$ cat src/rtl/stopwatch_ctrl.sv
// stopwatch_ctrl: run/pause/adjust sequencer for a BCD MM:SS stopwatch with adjust-mode blink.
// Optional lap freeze of the displayed digits is compiled in when STOPWATCH_LAP_EN is defined.
module stopwatch_ctrl #(
    parameter int DIV = 100000000
) (
    input  logic       clock,
    input  logic       reset,
    input  logic       btn_start,
    input  logic       btn_clear,
    input  logic       btn_inc,
    input  logic       btn_lap,
    input  logic       adj,
    input  logic       sel,
    output logic [3:0] min_1,
    output logic [3:0] min_0,
    output logic [3:0] sec_1,
    output logic [3:0] sec_0,
    output logic       running,
    output logic [3:0] blank,
    output logic       tick
);

    localparam int PW = $clog2(DIV);
    localparam int BW = ($clog2(DIV / 2) > 0) ? $clog2(DIV / 2) : 1;
    localparam logic [PW-1:0] PRESC_MAX = PW'(DIV - 1);
    localparam logic [BW-1:0] BLINK_MAX = BW'(DIV / 2 - 1);

    typedef enum logic [1:0] {IDLE, RUN, PAUSE, ADJ} state_t;

    typedef struct packed {
        logic [3:0] m1;
        logic [3:0] m0;
        logic [3:0] s1;
        logic [3:0] s0;
    } bcd_t;

    // Advance a tens/ones BCD pair by one, wrapping 59 -> 00.
    function automatic logic [7:0] pair_inc(input logic [3:0] tens, input logic [3:0] ones);
        if (ones != 4'd9)
            pair_inc = {tens, ones + 4'd1};
        else if (tens != 4'd5)
            pair_inc = {tens + 4'd1, 4'd0};
        else
            pair_inc = 8'h00;
    endfunction

    state_t          state_q, state_d;
    bcd_t            cnt_q, cnt_d;
    logic [PW-1:0]   presc_q, presc_d;
    logic [BW-1:0]   bcnt_q, bcnt_d;
    logic            phase_q, phase_d;
    logic            tick_d;
    logic [3:0]      blank_d;
    logic            wrap;
    logic            sec_carry;
    logic            clear_hit;
    logic            inc_hit;

    always_comb begin
        // NOTE: every variable gets a default before the case so no path leaves it unassigned (no latches).
        state_d   = state_q;
        cnt_d     = cnt_q;
        tick_d    = 1'b0;
        clear_hit = 1'b0;
        inc_hit   = 1'b0;
        wrap      = (state_q == RUN) && (presc_q == PRESC_MAX);
        sec_carry = (cnt_q.s1 == 4'd5) && (cnt_q.s0 == 4'd9);

        case (state_q)
            IDLE: begin
                if (btn_clear)      clear_hit = 1'b1;
                else if (btn_start) state_d = RUN;
                else if (adj)       state_d = ADJ;
            end
            RUN: begin
                // Clear is ignored while running except on the prescaler wrap edge, where it beats the increment.
                if (wrap && btn_clear) begin
                    clear_hit = 1'b1;
                end else begin
                    if (wrap) begin
                        tick_d = 1'b1;
                        {cnt_d.s1, cnt_d.s0} = pair_inc(cnt_q.s1, cnt_q.s0);
                        if (sec_carry)
                            {cnt_d.m1, cnt_d.m0} = pair_inc(cnt_q.m1, cnt_q.m0);
                    end
                    if (btn_start) state_d = PAUSE;
                end
            end
            PAUSE: begin
                if (btn_clear) begin
                    clear_hit = 1'b1;
                    state_d   = IDLE;
                end else if (btn_start) begin
                    state_d = RUN;
                end else if (adj) begin
                    state_d = ADJ;
                end
            end
            ADJ: begin
                if (btn_clear) begin
                    clear_hit = 1'b1;
                end else if (!adj) begin
                    state_d = (cnt_q == '0) ? IDLE : PAUSE;
                end else if (btn_inc) begin
                    inc_hit = 1'b1;
                    if (sel) {cnt_d.s1, cnt_d.s0} = pair_inc(cnt_q.s1, cnt_q.s0);
                    else     {cnt_d.m1, cnt_d.m0} = pair_inc(cnt_q.m1, cnt_q.m0);
                end
            end
            default: state_d = IDLE;
        endcase

        if (clear_hit) cnt_d = '0;

        // Entering RUN leaves the prescaler at 0, so the first increment lands a full second later.
        presc_d = '0;
        if (state_q == RUN && state_d == RUN)
            presc_d = wrap ? '0 : presc_q + PW'(1);

        bcnt_d  = '0;
        phase_d = 1'b0;
        if (state_d == ADJ && state_q == ADJ && !inc_hit) begin
            if (bcnt_q == BLINK_MAX) begin
                bcnt_d  = '0;
                phase_d = ~phase_q;
            end else begin
                bcnt_d  = bcnt_q + BW'(1);
                phase_d = phase_q;
            end
        end

        blank_d = 4'b0000;
        if (state_d == ADJ && phase_d)
            blank_d = sel ? 4'b0011 : 4'b1100;
    end

    always_ff @(posedge clock or negedge reset) begin
        if (!reset) begin
            state_q <= IDLE;
            cnt_q   <= '0;
            presc_q <= '0;
            bcnt_q  <= '0;
            phase_q <= 1'b0;
            running <= 1'b0;
            blank   <= 4'b0000;
            tick    <= 1'b0;
        end else begin
            // NOTE: non-blocking assignments so every register samples the pre-edge values.
            state_q <= state_d;
            cnt_q   <= cnt_d;
            presc_q <= presc_d;
            bcnt_q  <= bcnt_d;
            phase_q <= phase_d;
            running <= (state_d == RUN);
            blank   <= blank_d;
            tick    <= tick_d;
        end
    end

`ifdef STOPWATCH_LAP_EN
    logic frozen_q, frozen_d;
    logic enter_adj;
    bcd_t disp_q;

    always_comb begin
        frozen_d  = frozen_q;
        enter_adj = (state_d == ADJ) && (state_q != ADJ);
        if (clear_hit || enter_adj)
            frozen_d = 1'b0;
        else if (btn_lap && state_q == RUN)
            frozen_d = ~frozen_q;
        else if (btn_lap && state_q == PAUSE)
            frozen_d = 1'b0;
    end

    // While unfrozen the display tracks the count, so holding it on the press edge keeps the pre-edge snapshot.
    always_ff @(posedge clock or negedge reset) begin
        if (!reset) begin
            frozen_q <= 1'b0;
            disp_q   <= '0;
        end else begin
            frozen_q <= frozen_d;
            disp_q   <= frozen_d ? disp_q : cnt_d;
        end
    end

    assign {min_1, min_0, sec_1, sec_0} = disp_q;
`else
    logic unused_lap;
    assign unused_lap = btn_lap;

    assign {min_1, min_0, sec_1, sec_0} = cnt_q;
`endif

endmodule

$ cat config.mk
export PLATFORM = sky130hd
export DESIGN_NAME = stopwatch_ctrl
export DESIGN_NICKNAME = d
export VERILOG_FILES = /design/src/rtl/stopwatch_ctrl.sv
export SDC_FILE = /design/constraint.sdc
export NUM_CORES = 1
export LEC_CHECK = 0
export CAP_MARGIN = 20
export CELL_PAD_IN_SITES_DETAIL_PLACEMENT = 1
export CELL_PAD_IN_SITES_GLOBAL_PLACEMENT = 1
export CORE_UTILIZATION = 49
export DETAILED_ROUTE_END_ITERATION = 6
export PLACE_DENSITY = 0.87
export RECOVER_POWER = 100
export SLEW_MARGIN = 10
export SYNTH_ARGS = -nofsm -noshare
export SYNTH_HDL_FRONTEND = slang
export SYNTH_SLANG_ARGS = --single-unit
$ cat constraint.sdc
create_clock -name clock -period 5.5 [get_ports clock]
set_clock_uncertainty 0.15 [all_clocks]
set_input_delay 1.375 -clock clock [delete_from_list [all_inputs] [get_ports clock]]
set_output_delay 1.375 -clock clock [all_outputs]
set_load 0.03 [all_outputs]
# [Word level (Yosys, flattened, before mapping)]
# Index checks and enable logic that the tools add are counted.
# Widths: inputs -> output; s select.
[word_totals] ff_bits=78 in_bits=8
[op_classes] addsub=6 n_eq_ne=21 mux=42 bitwise=1 n_reduce_logical=14
[ops] op="$mux 16" count=6
[ops] op="$mux 8" count=7
[ops] op="$mux 27" count=2
[ops] op="$mux 26" count=2
[ops] op="$pmux 16 s2" count=1
[ops] op="$add 27x1->27 const B" count=1
[ops] op="$eq 27x27->1 const B" count=1
[ops] op="$add 26x1->26 const B" count=1
[ops] op="$eq 26x26->1 const B" count=1
[ops] op="$ne 3x3->1 const B" count=8
[ops] op="$mux 2" count=9
[ops] op="$add 4x1->4 const B" count=4
[ops] op="$logic_not 16->1" count=1
[ops] op="$mux 1" count=11
[ops] op="$mux 4" count=2
[ops] op="$ne 4x3->1 const B" count=2
[ops] op="$ne 4x4->1 const B" count=2
[ops] op="$pmux 2 s4" count=1
[ops] op="$reduce_and 8->1" count=1
[ops] op="$logic_and 1x1->1" count=7
[ops] op="$reduce_and 7->1" count=1
[ops] op="$eq 2x2->1 const B" count=3
[ops] op="$eq 2x1->1 const B" count=2
[ops] op="$eq 4x3->1 const B" count=1
[ops] op="other kinds (7)" count=7

# [Logic depth before layout (Yosys ltp)]
# Gate-level depths: netlist (run 1).
[logic_depth] ltp_word=11 ltp_mapped=8

# [Worst setup path after synthesis (run 1)]
# No wires, ideal clock.
[synth_timing] path_type="input-to-reg" startpoint="in sel" endpoint="reg cnt_q, in the netlist sec_1[3]" arrival_ps=2614 path_slack_ps=2649 cell_stages=5 n_path_buf=0 path_cell_list="nand3_1 > a211oi_1 > nand4_1 > a2111o_1 > o211ai_1"
[synth_via] elab_chain_cells=2
[synth_lines] item="start, declared" line="13" source="input logic sel,"
[synth_lines] item="$ne 3x3->1 (no line)"
[synth_lines] item="$reduce_and 7->1 (no line)"
[synth_lines] item="end signal, assigned" line="150" source="cnt_q <= cnt_d;"
[synth_lines] item="end, declared" line="48" source="bcd_t cnt_q, cnt_d;"
# Every way passes these cells.
# A chain may end at the register's enable or synchronous reset.

# [Worst setup path in the final report (run 1)]
[layout_timing] startpoint="in btn_clear" endpoint="reg bcnt_q[3]"
[layout_via] elab_chain_cells=7 word_cells_on_any_way=13
[layout_lines] item="start, declared" line="9" source="input logic btn_clear,"
[layout_lines] item="$logic_and 1x1->1" line="77" source="if (wrap && btn_clear) begin"
[layout_lines] item="$mux 2" line="77"
[layout_lines] item="$pmux 2 s4" line="69" source="case (state_q)"
[layout_lines] item="$eq 2x2->1" line="122" source="if (state_d == ADJ && state_q == ADJ && !inc_hit) begin"
[layout_lines] item="$logic_and 1x1->1" line="122"
[layout_lines] item="$logic_and 1x1->1 *" line="122"
[layout_lines] item="$mux 26 *" line="122"
[layout_lines] item="named net bcnt_d[3]" line="50" source="logic [BW-1:0] bcnt_q, bcnt_d;"
[layout_lines] item="end signal, assigned" line="152" source="bcnt_q <= bcnt_d;"
[layout_lines] item="end, declared" line="50"
# The timed path passes the listed nets; every way through them passes the cells marked *.

==> results.sh, run 1 <==
export IMPL_highest_clock_rate_mhz=260
export IMPL_design_area_um2=4650
export IMPL_placed_cell_area_um2=4440
export IMPL_yosysUniqueCellTypes=52
export IMPL_setup_viol=0
export IMPL_hold_path_endpoint="presc_q[0]$_DFF_PN0_"
export IMPL_place_gp_congestion=0.805
export IMPL_detailedPlace_worstSlack_ns=1.57
export IMPL_firstDrtPassIters=4
export IMPL_ys_async_sr_fraction_pct=100
export IMPL_cts_made_buffers=9
export IMPL_synth_simple_gate_area_share_pct=27.0
export IMPL_maximum_number_of_pins_on_one_net_before_global_route_repair=77
export IMPL_layout_min_cycle_time_ns=3.85
export IMPL_synthTopCellsByCount="sky130_fd_sc_hd__nor2_1 (77), sky130_fd_sc_hd__dfrtp_1 (76), sky130_fd_sc_hd__nand2_1 (35), sky130_fd_sc_hd__xor2_1 (35), sky130_fd_sc_hd__nand3_1 (29)"
export IMPL_floorplan_core_area_um2=7890
export IMPL_floorplan_initialDensity_pct=51.7
export IMPL_synthTopCellsByArea="sky130_fd_sc_hd__dfrtp_1 (47%), sky130_fd_sc_hd__xor2_1 (7.5%), sky130_fd_sc_hd__nor2_1 (7.1%)"
export IMPL_cp_data_required_time_ns=5.55
export IMPL_p_leak_nw=1.97
export IMPL_met1_usage_pct=33.0
export IMPL_met2_usage_pct=44.7
export IMPL_r2r_cells=5
export IMPL_reg2reg_slack_ns=2.75
export IMPL_die_width_um=93.3
export IMPL_synth_compound_gate_area_share_pct=7.97
export IMPL_clk_pin_slew_ns=0.08
export IMPL_worst_endpoint_arrival_ns=3.90
export IMPL_synthesis_area_per_instance_um2=9.49
export IMPL_dp_hpwl_mm=7.03
export IMPL_slew_viol_final=77
export IMPL_max_cap_violations=1
export IMPL_number_of_register_bits_inferred_by_synthesis=76
export IMPL_gr_usage_met3_pct=4.55
export IMPL_crit_type="input pin to flip-flop"
export IMPL_placement_io_buffers=28
export IMPL_holdCritPathClass="flip-flop to flip-flop"
export IMPL_final_min_period_over_clock_period_pct=70.0
export IMPL_number_of_nets_in_the_layout=480
export IMPL_worst_path_max_delay_cell="sky130_fd_sc_hd__dlygate4sd3_1"
export IMPL_cp_num_buf_inv=2
export IMPL_finalHoldViolCount=0
export IMPL_finish_utilization_pct=59.0
export IMPL_grtUsageTotal_pct=26.5
export IMPL_global_route_wire_length_before_repair_mm=17.6
export IMPL_post_route_worst_setup_slack_ns=1.65
export IMPL_post_synth_top_area_cell="sky130_fd_sc_hd__dfrtp_1"
export IMPL_clock_latency_ns=0.37
export IMPL_synth_ff_type="sky130_fd_sc_hd__dfrtp_1"
export IMPL_yosys_area_share_adder_pct=4.29
export IMPL_die_area_um2=8700
export IMPL_post_cts_resize_count=0
export IMPL_postCtsSetupBuffers=0
export IMPL_critical_path_max_stage_delay_ns=0.83
export IMPL_share_of_synthesized_area_spent_on_multiplexers_pct=0.276
export IMPL_status="finished with violations"
export IMPL_fill_cells=915
export IMPL_detail_route_drc_violations=0
export IMPL_grt_setup_unrepaired="false"
export IMPL_synth_top_family_by_area="simple AND/OR/NAND/NOR gates"
export IMPL_ir_drop_mv=0.130
export IMPL_timing_critical_path_to_type="flip-flop"
export IMPL_cpLargestDelayFamily="buffers and inverters"
export IMPL_violated_checks="capacitance limit, slew limit"
export IMPL_fin_tns_setup_ns=0
export IMPL_cts_max_path_buffers=2
export IMPL_grt_pass1_vias=3588
export IMPL_tritoncts="yes"
export IMPL_antenna_found_initial=0
export IMPL_final_layout_size_suffix_gt1_share_pct=5.63
export IMPL_cp_cell_sequence="dlygate4sd3_1 -> o21bai_1 -> clkbuf_1 -> or2_0 -> nor2_1"
export IMPL_wl_per_cell_um=18.3
export IMPL_layout_area_overhead_vs_synth_pct=14.0
export IMPL_antennaDiodeCount=0
export IMPL_synth_warning_count=0
export IMPL_timing_critical_path_fanout_max=19
export IMPL_r2r_end="presc_q[13]$_DFF_PN0_"
export IMPL_num_vias=3312
export IMPL_postSynthNetCount=452
export IMPL_detailedRoute_firstIterationViolations=142
export IMPL_chipHeight_um=93.3
export IMPL_hold_path_startpoint="presc_q[0]$_DFF_PN0_"
export IMPL_synth_top_area_share_pct=46.6
export IMPL_h_tree_depth=3
export IMPL_vias_per_cell=5.87
export IMPL_clk_sinks=76
export IMPL_min_delay_path_depth=1
export IMPL_synth_edf_count=0
export IMPL_r2r_start="presc_q[9]$_DFF_PN0_"
export IMPL_ctsRootBufferMaster="sky130_fd_sc_hd__clkbuf_8"
export IMPL_post_synth_top_count_cell="sky130_fd_sc_hd__nor2_1"
export IMPL_synth_xor_area_share_pct=10.7
export IMPL_worst_setup_path_start_kind="input pin"
export IMPL_slew_headroom_pct=-26.3
export IMPL_pin_slew_with_the_least_headroom_to_its_limit_ns=1.90
export IMPL_detail_route_antenna_nets=0
export IMPL_global_route_peak_usage_layer="met2"
export IMPL_num_io_pins=30
export IMPL_netlist_area_um2=4080
export IMPL_routed_wire_length_mm=10.3
export IMPL_netlist_instances=430
export IMPL_rows=32
export IMPL_power_density_nw_per_um2=322
export IMPL_globalRoute_totalOverflow=0
export IMPL_design_power_total_mw=1.50
export IMPL_yosysSeqAreaShare_pct=46.6
export IMPL_hold_buffers_post_cts=0
cell families (layout without fill, tap and decap cells):
kind of cell / count (synthesis) / count (layout)
AND/OR/NAND/NOR: 215 / 215
AO/OA/AOI/OAI: 43 / 43
buffers and inverters: 31 / 63
XOR/XNOR: 50 / 50
flip-flops: 76 / 76
adder cells (fa/ha/maj): 14 / 14
multiplexers: 1 / 1
layer usage:
layer,share of wire [%],routed length (um),vias up
met5,0,0,-
met4,2.1,218,0
met3,2.9,304,21
met2,51,5290,67
met1,44,4500,1676
li1,-,-,1548
power by group:
group / switching (mW) / total (mW) / internal, mW
Combinational: 0.244 / 0.356 / 0.112
Clock: 0.223 / 0.491 / 0.268
Sequential: 0.0592 / 0.653 / 0.594
area by class of cell:
type	instances	area [um2]	area share (%)
repair buffers	31	292	6.27
clock inverters	5	85.1	1.83
well taps	102	128	2.74
inverters	17	63.8	1.37
flip-flops and latches	76	1900	40.9
clock buffers	10	138	2.96
multi-input cells	323	2040	43.9
cell usage in the layout (no fill, tap or decap), types with 7 or more instances in the layout:
master / netlist / final
sky130_fd_sc_hd__nor2_1: 77 / 77
sky130_fd_sc_hd__dfrtp_1: 76 / 76
sky130_fd_sc_hd__nand2_1: 35 / 35
sky130_fd_sc_hd__xor2_1: 35 / 35
sky130_fd_sc_hd__nand3_1: 29 / 29
sky130_fd_sc_hd__dlygate4sd3_1: 0 / 25
sky130_fd_sc_hd__nand4_1: 19 / 19
sky130_fd_sc_hd__inv_1: 17 / 17
sky130_fd_sc_hd__xnor2_1: 15 / 15
sky130_fd_sc_hd__ha_1: 14 / 14
sky130_fd_sc_hd__clkbuf_8: 0 / 10
sky130_fd_sc_hd__o21ai_0: 9 / 9
sky130_fd_sc_hd__nor3_1: 8 / 8
sky130_fd_sc_hd__and3_1: 8 / 8
sky130_fd_sc_hd__and4_1: 7 / 7
stage by stage:
stage	hold WS, ns	instances
6_report	0.344	564
5_1_grt	0.368	564
4_1_cts	0.351	564
3_5_place_dp	0.340	549
3_3_place_gp	0.328	548
2_1_floorplan	0.305	430
worst max path at each step:
stage	startpoint	endpoint	slack [ns]	cells after the start
after CTS	adj	sec_1[3]$_DFFE_PN0P_	1.90	6
after global placement	adj	sec_1[3]$_DFFE_PN0P_	1.74	6
final	btn_clear	bcnt_q[3]$_DFF_PN0_	1.65	5
after detailed placement	adj	sec_1[3]$_DFFE_PN0P_	1.57	6
after global routing	btn_clear	bcnt_q[3]$_DFF_PN0_	1.40	5
after floorplan	sel	sec_1[3]$_DFFE_PN0P_	2.65	5
worst register-to-register path: stages (launching register included):
cell                       delay, ns
sky130_fd_sc_hd__dfrtp_1        0.45
sky130_fd_sc_hd__or4_4          0.58
sky130_fd_sc_hd__nor3_4         0.19
sky130_fd_sc_hd__a31oi_4        0.24
sky130_fd_sc_hd__nand2b_1       0.82
sky130_fd_sc_hd__nor2_1         0.16
flip-flops by register name (all words and copies together), names as in the netlist:
register	flops
min_1	4
presc_q	27
state_q	2
min_0	4
bcnt_q	26
sec_0	4
tick	1
blank	2
sec_1	4
running	1
phase_q	1
Power figures use the tool's default switching activity.
==> run 2, diff against run 1 <==
CORE_UTILIZATION = 41   (was 49)
PLACE_DENSITY = 0.78   (was 0.87)
clock period = 3.2 ns   (was 5.5 ns; I/O delays follow)
==> results.sh, run 2 (synthesis gave the netlist of run 1 again) <==
export IMPL_status="finished with violations"
export IMPL_violated_checks="capacitance limit, slew limit"
export IMPL_hold_buffers_post_cts=0
export IMPL_chipHeight_um=102
export IMPL_clk_sinks=76
export IMPL_pin_slew_with_the_least_headroom_to_its_limit_ns=1.93
export IMPL_wl_per_cell_um=15.4
export IMPL_postCtsSetupBuffers=0
export IMPL_power_report_internal_total_mw=1.64
export IMPL_fin_tns_setup_ns=0
export IMPL_setup_viol=0
export IMPL_slew_headroom_pct=-28.4
export IMPL_layout_area_overhead_vs_synth_pct=15.2
export IMPL_fill_cells=1131
export IMPL_final_layout_size_suffix_gt1_share_pct=6.40
export IMPL_cp_num_buf_inv=0
export IMPL_layout_min_cycle_time_ns=2.67
export IMPL_num_io_pins=30
export IMPL_slew_viol_final=77
export IMPL_timing_hold_ws_ns=0.349
export IMPL_h_tree_depth=3
export IMPL_final_min_period_over_clock_period_pct=83.3
export IMPL_sequentialPowerShare_pct=45.1
export IMPL_power_density_nw_per_um2=531
export IMPL_min_delay_path_depth=1
export IMPL_cts_made_buffers=9
export IMPL_worst_setup_path_start_kind="flip-flop"
export IMPL_timing_critical_path_fanout_max=16
export IMPL_placement_io_buffers=28
export IMPL_final_cell_mix="sky130_fd_sc_hd__nor2_1 (77), sky130_fd_sc_hd__dfrtp_1 (76), sky130_fd_sc_hd__nand2_1 (35), sky130_fd_sc_hd__xor2_1 (35), sky130_fd_sc_hd__nand3_1 (29)"
export IMPL_place_gp_congestion=0.797
export IMPL_die_area_um2=10400
export IMPL_clk_pin_slew_ns=0.08
export IMPL_post_cts_resize_count=0
export IMPL_reg_with_most_ffs="presc_q"
export IMPL_final_seq_area_um2=1900
export IMPL_global_route_wire_length_before_repair_mm=16.1
export IMPL_detail_route_drc_violations=0
export IMPL_cts_max_path_buffers=2
export IMPL_finalHoldViolCount=0
export IMPL_ir_drop_mv=0.254
export IMPL_p_sw_share_pct=34.3
export IMPL_r2r_start="presc_q[9]$_DFF_PN0_"
export IMPL_worst_path_max_delay_cell="sky130_fd_sc_hd__or4_1"
export IMPL_maximum_number_of_pins_on_one_net_before_global_route_repair=77
export IMPL_p_leak_nw=1.99
export IMPL_setup_worst_path_start="presc_q[9]$_DFF_PN0_"
export IMPL_reg_top3="presc_q x27, bcnt_q x26"
export IMPL_num_vias=3255
export IMPL_holdCritPathClass="flip-flop to flip-flop"
export IMPL_leading_cell_type_in_the_layout_fill_and_taps_excluded="sky130_fd_sc_hd__nor2_1"
export IMPL_multi_input_gate_area_um2=2030
export IMPL_detail_route_antenna_nets=0
export IMPL_layoutNonFillerInstCount=602
export IMPL_worst_endpoint_arrival_ns=2.74
export IMPL_cp_cell_sequence="or4_1 -> nor3_4 -> a31oi_2 -> or3_1 -> a22o_1"
export IMPL_detailedRoute_firstIterationViolations=92
export IMPL_routed_wire_length_mm=9.27
export IMPL_globalRoute_totalOverflow=0
export IMPL_crit_type="flip-flop to flip-flop"
export IMPL_place_inst=587
export IMPL_max_cap_violations=1
export IMPL_p_clk_share_pct=31.2
export IMPL_hold_path_startpoint="presc_q[0]$_DFF_PN0_"
export IMPL_cp_data_required_time_ns=3.28
export IMPL_antenna_found_initial=0
export IMPL_max_reg_flops=27
export IMPL_firstDrtPassIters=4
export IMPL_antennaDiodeCount=0
export IMPL_clock_latency_ns=0.34
export IMPL_ctsRootBufferMaster="sky130_fd_sc_hd__clkbuf_8"
export IMPL_floorplan_core_area_um2=9730
export IMPL_dp_hpwl_mm=6.36
export IMPL_switchingPower_mw=0.857
export IMPL_grtUsageTotal_pct=20.0
export IMPL_cpLargestDelayFamily="simple AND/OR/NAND/NOR gates"
export IMPL_timing_critical_path_to_type="flip-flop"
export IMPL_critical_path_cell_count=5
export IMPL_die_width_um=102
export IMPL_vias_per_cell=5.41
export IMPL_floorplan_initialDensity_pct=41.9
export IMPL_grt_pass1_vias=3421
export IMPL_highest_clock_rate_mhz=375
export IMPL_critical_path_max_stage_delay_ns=0.62
export IMPL_number_of_nets_in_the_layout=487
export IMPL_r2r_cells=5
export IMPL_rows=36
export IMPL_tritoncts="yes"
export IMPL_combinationalPowerShare_pct=23.7
export IMPL_grt_setup_unrepaired="false"
-- run 2: cell type report --
cell class / instances / share of cell area, %
clock buffers: 9 / 2.64
clock inverters: 6 / 1.70
repair buffers: 38 / 7.08
flip-flops and latches: 76 / 40.5
multi-input cells: 323 / 43.2
well taps: 133 / 3.54
inverters: 17 / 1.36
-- run 2: stage by stage --
stage                     power (mW)  instance area, um2  utilization, %  worst slack (ns)
after floorplan                 1.53                4080               -             0.847
after global placement          1.75                4530            46.6             0.377
after detailed placement        1.78                4530            46.6             0.305
after CTS                       2.57                4740            48.7             0.665
after global routing            2.66                4700            48.3             0.319
final                           2.50                4700            48.3             0.535
-- run 2: power by group through the flow --
stage                     registers (mW)  clock network [mW]  logic (mW)
after floorplan                     1.18                   0       0.349
after global placement              1.14                   0       0.616
after detailed placement            1.15                   0       0.633
after CTS                           1.13               0.808       0.634
after global routing                1.14               0.847       0.674
final                               1.13               0.780       0.592
-- run 2: path summary, 6_finish.rpt --
| path | to | slack (ns) |
|---|---|---|
| worst min-delay path | presc_q[0]$_DFF_PN0_ | 0.35 |
| min in group asynchronous | bcnt_q[18]$_DFF_PN0_ | 0.83 |
| max in group asynchronous | presc_q[26]$_DFF_PN0_ | 0.92 |
| worst max-delay path | min_1[2]$_DFFE_PN0P_ | 0.53 |
| worst max register to register | min_1[2]$_DFFE_PN0P_ | 0.53 |
| worst min register to register | presc_q[0]$_DFF_PN0_ | 0.35 |
-- run 2: routing by layer --
metal | routed length (um) | GRT usage (%) | part of all wire, %
met5 | 0 | 0 | 0
met4 | 127 | 6.69 | 1.4
met3 | 193 | 2.69 | 2.1
met2 | 4540 | 34.7 | 49
met1 | 4400 | 25.7 | 48
==> run 3, diff against run 2 <==
CORE_UTILIZATION = 46   (was 41)
PLACE_DENSITY = 0.82   (was 0.78)
clock period = 2.7 ns   (was 3.2 ns; I/O delays follow)
==> results.sh, run 3 (synthesis gave the netlist of run 1 again) <==
export IMPL_global_route_wire_length_before_repair_mm=16.4
export IMPL_p_clk_share_pct=30.6
export IMPL_placement_io_buffers=28
export IMPL_firstDrtPassIters=4
export IMPL_pin_slew_with_the_least_headroom_to_its_limit_ns=1.85
export IMPL_chipHeight_um=96.2
export IMPL_floorplan_initialDensity_pct=48.7
export IMPL_place_gp_congestion=0.858
export IMPL_clock_latency_ns=0.34
export IMPL_multi_input_gate_area_um2=2040
export IMPL_postCtsSetupBuffers=0
export IMPL_fill_cells=968
export IMPL_place_inst=567
export IMPL_final_min_period_over_clock_period_pct=92.4
export IMPL_layout_min_cycle_time_ns=2.49
export IMPL_highest_clock_rate_mhz=401
export IMPL_crit_type="flip-flop to flip-flop"
export IMPL_rows=33
export IMPL_routed_wire_length_mm=9.60
export IMPL_final_layout_size_suffix_gt1_share_pct=7.55
export IMPL_grt_setup_unrepaired="false"
export IMPL_worst_setup_path_start_kind="flip-flop"
export IMPL_clk_sinks=76
export IMPL_hold_buffers_post_cts=0
export IMPL_ctsRootBufferMaster="sky130_fd_sc_hd__clkbuf_8"
export IMPL_antennaDiodeCount=0
export IMPL_setup_viol=0
export IMPL_worst_endpoint_arrival_ns=2.57
export IMPL_cp_data_required_time_ns=2.78
export IMPL_detailedRoute_firstIterationViolations=86
export IMPL_layoutNonFillerInstCount=582
export IMPL_violated_checks="capacitance limit, slew limit"
export IMPL_dp_hpwl_mm=6.82
export IMPL_floorplan_core_area_um2=8380
export IMPL_slew_viol_final=33
export IMPL_final_cell_mix="sky130_fd_sc_hd__nor2_1 (77), sky130_fd_sc_hd__dfrtp_1 (76), sky130_fd_sc_hd__nand2_1 (35), sky130_fd_sc_hd__xor2_1 (35), sky130_fd_sc_hd__nand3_1 (29)"
export IMPL_sequentialPowerShare_pct=44.4
export IMPL_num_io_pins=30
export IMPL_post_cts_resize_count=0
export IMPL_grt_pass1_vias=3371
export IMPL_clk_pin_slew_ns=0.08
export IMPL_vias_per_cell=5.57
export IMPL_fin_tns_setup_ns=0
export IMPL_globalRoute_totalOverflow=0
export IMPL_tritoncts="yes"
export IMPL_num_vias=3244
export IMPL_leading_cell_type_in_the_layout_fill_and_taps_excluded="sky130_fd_sc_hd__nor2_1"
export IMPL_combinationalPowerShare_pct=25.1
export IMPL_reg_with_most_ffs="presc_q"
export IMPL_maximum_number_of_pins_on_one_net_before_global_route_repair=45
export IMPL_holdCritPathClass="flip-flop to flip-flop"
export IMPL_p_sw_share_pct=34.5
export IMPL_detailedPlace_worstSlack_ns=0.0645
export IMPL_max_cap_violations=1
export IMPL_grtUsageTotal_pct=23.0
export IMPL_layout_area_overhead_vs_synth_pct=16.5
export IMPL_wl_per_cell_um=16.5
export IMPL_timing_critical_path_fanout_max=6
export IMPL_post_route_worst_setup_slack_ns=0.205
export IMPL_die_width_um=96.2
export IMPL_status="finished with violations"
export IMPL_number_of_nets_in_the_layout=495
export IMPL_design_power_total_mw=3.01
export IMPL_final_seq_area_um2=1900
export IMPL_timing_critical_path_to_type="flip-flop"
export IMPL_power_report_internal_total_mw=1.97
export IMPL_cts_made_buffers=9
export IMPL_reg_top3="presc_q x27, bcnt_q x26"
export IMPL_ir_drop_mv=0.385
export IMPL_detail_route_drc_violations=0
export IMPL_detail_route_antenna_nets=0
export IMPL_h_tree_depth=3
export IMPL_timing_hold_ws_ns=0.349
export IMPL_finalHoldViolCount=0
export IMPL_switchingPower_mw=1.04
export IMPL_cts_max_path_buffers=2
export IMPL_max_reg_flops=27
export IMPL_antenna_found_initial=0
export IMPL_die_area_um2=9250
export IMPL_p_leak_nw=2.04
export IMPL_power_density_nw_per_um2=633
export IMPL_slew_headroom_pct=-23.3
run 3: cell types whose count changed in the layout (fill, tap and decap cells not counted):
cell,previous run,this run
sky130_fd_sc_hd__buf_4,5,14
sky130_fd_sc_hd__clkbuf_2,2,0
sky130_fd_sc_hd__a31o_1,0,1
sky130_fd_sc_hd__a31o_2,1,0
sky130_fd_sc_hd__a31oi_2,1,0
sky130_fd_sc_hd__a31oi_4,0,1
sky130_fd_sc_hd__and2_0,1,0
sky130_fd_sc_hd__and2_1,2,3
sky130_fd_sc_hd__buf_12,0,1
sky130_fd_sc_hd__clkdlybuf4s50_1,3,4
sky130_fd_sc_hd__dlygate4sd3_1,24,23
sky130_fd_sc_hd__or2_1,0,1
sky130_fd_sc_hd__or2_2,1,0
run 3: final cells by class:
class	count	area share [%]
Clock buffer	9	2.61
Clock inverter	6	1.69
Inverter	17	1.34
Multi-Input combinational cell	323	42.9
Sequential cell	76	40.0
Tap cell	105	2.76
Timing Repair Buffer	46	8.64
run 3: path summary, 6_finish.rpt:
check	start	end	slack, ns	cells past startpoint
setup / recovery	sec_0[1]$_DFFE_PN0P_	min_1[2]$_DFFE_PN0P_	0.21	7
setup reg to reg	sec_0[1]$_DFFE_PN0P_	min_1[2]$_DFFE_PN0P_	0.21	7
max in group asynchronous	reset	sec_1[0]$_DFFE_PN0P_	0.65	1
hold reg to reg	presc_q[0]$_DFF_PN0_	presc_q[0]$_DFF_PN0_	0.35	1
hold / removal	presc_q[0]$_DFF_PN0_	presc_q[0]$_DFF_PN0_	0.35	1
min in group asynchronous	reset	bcnt_q[17]$_DFF_PN0_	0.68	1
run 3: through the flow:
stage | cell area, um2 | util (%)
after floorplan | 4080 | -
after detailed placement | 4570 | 54.5
after CTS | 4780 | 57.0
after global routing | 4750 | 56.7
final | 4750 | 56.7
after global placement | 4570 | 54.5
run 3: power by group through the flow:
stage | Clock (mW) | Combinational (mW) | Sequential (mW)
2_1_floorplan | 0 | 0.413 | 1.40
3_3_place_gp | 0 | 0.752 | 1.35
3_5_place_dp | 0 | 0.780 | 1.35
4_1_cts | 0.940 | 0.790 | 1.33
5_1_grt | 0.986 | 0.842 | 1.35
6_report | 0.919 | 0.754 | 1.33
run 3: metal layers:
layer / track usage [%] / routed length, um / up-vias
met2: 40.1 / 4770 / 33
met5: 0 / 0 / -
met4: 5.85 / 81 / 0
met3: 3.55 / 171 / 8
met1: 29.7 / 4580 / 1619
li1: - / - / 1584
run 3: worst max-delay path: stages (launching register included):
cell                       delay [ns]
sky130_fd_sc_hd__dfrtp_1         0.43
sky130_fd_sc_hd__inv_1           0.10
sky130_fd_sc_hd__ha_1            0.14
sky130_fd_sc_hd__nand3b_1        0.21
sky130_fd_sc_hd__o31ai_1         0.35
sky130_fd_sc_hd__a31oi_1         0.28
sky130_fd_sc_hd__or3_1           0.45
sky130_fd_sc_hd__a22o_1          0.26
